**config.mk**
```make
export PLATFORM = sky130hd
export DESIGN_NAME = bitop_pipe
export DESIGN_NICKNAME = d
export VERILOG_FILES = /design/src/rtl/bitop_pipe.sv
export SDC_FILE = /design/constraint.sdc
export NUM_CORES = 1
export LEC_CHECK = 0
export CORE_AREA = 3 3 82 84
export CTS_CLUSTER_SIZE = 8
export DETAILED_ROUTE_END_ITERATION = 6
export DIE_AREA = 0 0 85 87
export GPL_TIMING_DRIVEN = 0
export PLACE_DENSITY = 0.89
export SYNTH_ARGS = -nofsm -noshare
export SYNTH_HDL_FRONTEND = slang
export SYNTH_SLANG_ARGS = --single-unit
```
**constraint.sdc**
```tcl
create_clock -name clk -period 4.2 [get_ports clk]
set_input_delay 0.42 -clock clk [delete_from_list [all_inputs] [get_ports clk]]
set_output_delay 0.42 -clock clk [all_outputs]
set_load 0.02 [all_outputs]
```
**src/rtl/bitop_pipe.sv**
```systemverilog
// Two-stage pipelined bitwise operator with op-select, running XOR accumulator,
// Hamming-distance mode, valid/ready handshakes and a saturating delivery counter.
module bitop_pipe #(
  parameter int WIDTH = 8,
  parameter int CNT_W = 16
) (
  input  logic             clk,
  input  logic             rst_n,
  input  logic             in_valid,
  output logic             in_ready,
  input  logic [WIDTH-1:0] a,
  input  logic [WIDTH-1:0] b,
  input  logic [2:0]       op,
  output logic             out_valid,
  input  logic             out_ready,
  output logic [WIDTH-1:0] out_data,
  output logic             out_err,
  output logic [CNT_W-1:0] count
);

  typedef enum logic [2:0] {
    OP_XOR     = 3'b000,
    OP_AND     = 3'b001,
    OP_OR      = 3'b010,
    OP_XNOR    = 3'b011,
    OP_ACC_XOR = 3'b100,
    OP_ACC_CLR = 3'b101,
    OP_HAM     = 3'b110,
    OP_RSVD    = 3'b111
  } op_e;

  logic             s1_valid;
  logic [WIDTH-1:0] s1_a;
  logic [WIDTH-1:0] s1_b;
  op_e              s1_op;
  logic [WIDTH-1:0] acc;
  logic [WIDTH-1:0] acc_next;
  logic [WIDTH-1:0] diff;
  logic [WIDTH-1:0] ham;
  logic [WIDTH-1:0] res_data;
  logic             res_err;
  logic             accept;
  logic             deliver;
  logic             s1_adv;

  // S1 may move into S2 whenever S2 is empty or is being drained this cycle.
  assign deliver  = out_valid && out_ready;
  assign s1_adv   = s1_valid && (!out_valid || out_ready);
  assign in_ready = rst_n && (!s1_valid || s1_adv);
  assign accept   = in_valid && in_ready;
  assign diff     = s1_a ^ s1_b;

  always_comb begin
    ham = '0;
    for (int i = 0; i < WIDTH; i++) begin
      ham = ham + WIDTH'(diff[i]);
    end
  end

  // acc_next is only committed on the S1->S2 transfer, so stalls never re-apply it.
  always_comb begin
    res_data = '0;
    res_err  = 1'b0;
    acc_next = acc;
    case (s1_op)
      OP_XOR:     res_data = diff;
      OP_AND:     res_data = s1_a & s1_b;
      OP_OR:      res_data = s1_a | s1_b;
      OP_XNOR:    res_data = ~diff;
      OP_ACC_XOR: begin
        acc_next = acc ^ diff;
        res_data = acc_next;
      end
      OP_ACC_CLR: begin
        acc_next = '0;
        res_data = '0;
      end
      OP_HAM:     res_data = ham;
      OP_RSVD:    res_err  = 1'b1;
    endcase
  end

  always_ff @(posedge clk or negedge rst_n) begin
    if (!rst_n) begin
      s1_valid <= 1'b0;
      s1_a     <= '0;
      s1_b     <= '0;
      s1_op    <= OP_XOR;
    end else if (accept) begin
      s1_valid <= 1'b1;
      s1_a     <= a;
      s1_b     <= b;
      s1_op    <= op_e'(op);
    end else if (s1_adv) begin
      s1_valid <= 1'b0;
    end
  end

  always_ff @(posedge clk or negedge rst_n) begin
    if (!rst_n) begin
      out_valid <= 1'b0;
      out_data  <= '0;
      out_err   <= 1'b0;
      acc       <= '0;
      count     <= '0;
    end else begin
      if (s1_adv) begin
        out_valid <= 1'b1;
        out_data  <= res_data;
        out_err   <= res_err;
        acc       <= acc_next;
      end else if (deliver) begin
        out_valid <= 1'b0;
      end
      if (deliver && (count != {CNT_W{1'b1}})) begin
        count <= count + CNT_W'(1);
      end
    end
  end

endmodule

```
==> metrics.yaml <==
status: "finished clean"
start_kind: "flop"
synthToLayoutAreaGrowth_pct: 23.01
power_per_cell_area_nw_per_um2: 565.8
ys.flop_type: "dfrtp_1"
antenna_found_initial: 0
die_h_um: 87
crit_chain: "inv_1, ha_1, fa_1, inv_1, fa_1, fa_1, inv_1, ha_1, fa_1, xor2_1, a21oi_1, nor2b_1, o32a_1"
ys_seq_area_share_pct: 42.19
cts_tree: "yes"
ant_nets: 0
max_stage_delay_ns: 0.55
dp.final_hpwl_um: 5256
cap_violations: 0
core_sq_um: 5991
path_common_cell: "fa_1"
final.setup.tns_ns: 0
postCtsSetupBuffers: 0
rsz0062_at_grt: "false"
n_antenna_cell: 0
worstSetupPathType: "reg2reg"
clockBufferDepth: 2
synth_area_leader_cell: "dfrtp_1"
synth_seq_cells: 54
critPathArrivalTime_ns: 4.15
cts_max_level: 2
fin_nets: 424
yosys_warnings: 0
dr.first_iter.drc_count: 272
p_leak_nw: 1.778
finalHoldViolations: 0
postCtsHoldBufs: 0
postSynthAreaPerCell_sq_um: 10.01
firstDrtPassIters: 4
drc_errors: 0
ys_top_cells_by_area: "dfrtp_1 (42%), ha_1 (7.8%), mux2_2 (6.3%)"
r2r-end: "out_data[2]$_DFFE_PN0P_"
synth_edf_count: 0
wirelength_um: 7084
io_buffer_count: 49
fp-row-count: 28
pin_count: 50
async_flop_share_pct: 100.0
start_util_pct: 53.47
clock_latency_ns: 0.32
synth_top_area_share_pct: 42.19
cts_sinks: 54
setup_violations: 0
grt.overflow.total: 0
r2r_setup_slack_ns: 0.25
syn-num-nets: 367
grt_pass1_vias: 2632
ys_types: 49
finalCriticalPeriod_ns: 3.948
syn_area_sq_um: 3203
gp_congestion: 0.8874
n_fill_cell: 445
utilization_pct: 65.77
maxSlewViolCount: 0
dieArea_sq_um: 7395
syn_inst: 320
die_width_um: 85
slew_headroom_pct: 45.41
ff2ff_path_depth: 13
end_kind: "flop"
wire_per_inst_um: 15.64
total_power_w: 0.002229
grt_pass1_wl_um: 12180
grt.total_usage_pct: 20.53
cts_resized: 0
clkTransAtPathRegs_ns: 0.10
vias: 2558
timing.rr.start: "s1_a[1]$_DFFE_PN0P_"
cts-buffers-inserted: 5
critPathMaxFanout: 6
startpoint: "s1_a[1]$_DFFE_PN0P_"
min_path_type: "in2async"
cp_num_buf_inv: 3
fmax_ghz: 0.2533
clock_skew_ns: 0.009668
root_buffer: "clkbuf_8"
ir_drop_v: 0.0003110
required_ns: 4.40
routed_via_density: 5.647
grt_max_degree: 33
mostFrequentLayoutCells: "dfrtp_1 (54), clkdlybuf4s50_1 (48), inv_1 (26), nand2_1 (26), ha_1 (20)"
worstMarginPinSlew_ns: 0.8126
layout_commonest_cell: "dfrtp_1"
fin_crit_sh_pct: 93.99
drive_gt1_share_pct: 9.788
cp_top_family: "adder cells"
slowest_stage: "fa_1"
## how the worst max path moves through the flow
| stage | endpoint | slack (ns) | cells past startpoint |
|---|---|---|---|
| after global routing | out_data[2]$_DFFE_PN0P_ | 0.13 | 13 |
| final | out_data[2]$_DFFE_PN0P_ | 0.25 | 13 |
| after CTS | out_data[2]$_DFFE_PN0P_ | 0.25 | 13 |
| after global placement | in_ready | 0.20 | 3 |
| after detailed placement | out_data[2]$_DFFE_PN0P_ | 0.33 | 13 |
| after floorplan | out_data[2]$_DFFE_PN0P_ | 0.51 | 13 |
## flip-flops by register name (all words and copies together) (netlist names)
name       count
count         16
acc            8
out_data       8
s1_a           8
s1_b           8
s1_op          3
out_err        1
out_valid      1
s1_valid       1
## stage by stage
step | worst slack [ns] | cell area, sq um | std cells | hold slack (ns)
4_1_cts | 0.2536 | 3940 | 453 | 0.09047
5_1_grt | 0.1322 | 3940 | 453 | 0.1072
6_report | 0.2523 | 3940 | 453 | 0.07327
2_1_floorplan | 0.5144 | 3203 | 320 | 0.1244
3_5_place_dp | 0.3263 | 3802 | 445 | 0.4340
3_3_place_gp | 0.1953 | 3787 | 444 | 0.4776
## area by class of cell
type                            instances  area, sq um  share of cell area [%]
Multi-Input combinational cell        229         1709                   43.38
Sequential cell                        54         1351                   34.30
Timing Repair Buffer                   50        505.5                   12.83
Inverter                               26        97.59                   2.477
Tap cell                               75        93.84                   2.382
Clock buffer                            5        68.82                   1.747
Clock inverter                          3        68.82                   1.747
Buffer                                 11        45.04                   1.143
## routing by layer
| metal | GRT usage [%] | up-vias | routed length (um) |
|---|---|---|---|
| met1 | 25.59 | 1247 | 2957 |
| met2 | 35.73 | 73 | 3600 |
| met5 | 0 | - | 0 |
| li1 | - | 1230 | - |
| met4 | 6.475 | 0 | 84 |
| met3 | 4.257 | 8 | 441 |
## cells in the mapped netlist (3+ instances only)
cell	number
ha_1	20
nor2_1	16
inv_1	26
nand4_1	5
o211ai_1	5
nor3_1	6
o21ai_0	17
nor2b_1	12
nor4_1	4
a22oi_1	3
xnor2_1	6
fa_1	4
nand3b_1	3
a31oi_1	3
clkbuf_1	6
xor2_1	10
nand2b_1	9
nand2_1	26
dfrtp_1	54
a21oi_1	18
o22a_1	3
buf_2	3
nand3_1	3
and4_1	3
and2_1	3
mux2_2	18
## kinds of logic after synthesis
| logic type | count (synthesis) | share of synthesized area (%) |
|---|---|---|
| adder cells (fa/ha/maj) | 24 | 10.31 |
| multiplexers | 23 | 8.125 |
| flip-flops | 54 | 42.19 |
| XOR/XNOR | 16 | 4.375 |
| buffers and inverters | 37 | 4.453 |
| AND/OR/NAND/NOR | 103 | 18.20 |
| AO/OA/AOI/OAI | 63 | 12.34 |
## worst reg2reg max path, cell delays in order, from the launching register on
cell and delay, ns:
dfrtp_1 0.38, inv_1 0.05, ha_1 0.39, fa_1 0.53, inv_1 0.06, fa_1 0.52
fa_1 0.55, inv_1 0.05, ha_1 0.22, fa_1 0.39, xor2_1 0.18, a21oi_1 0.17
nor2b_1 0.06, o32a_1 0.29
## power by group
part / switching (W) / total [W] / internal [W]
registers: 0.000130 / 0.000781 / 0.000651
clock network: 0.000180 / 0.000419 / 0.000239
logic: 0.000540 / 0.00103 / 0.000490
total: 0.000849 / 0.00223 / 0.00138
No activity file was read; power rests on OpenSTA's default activity.
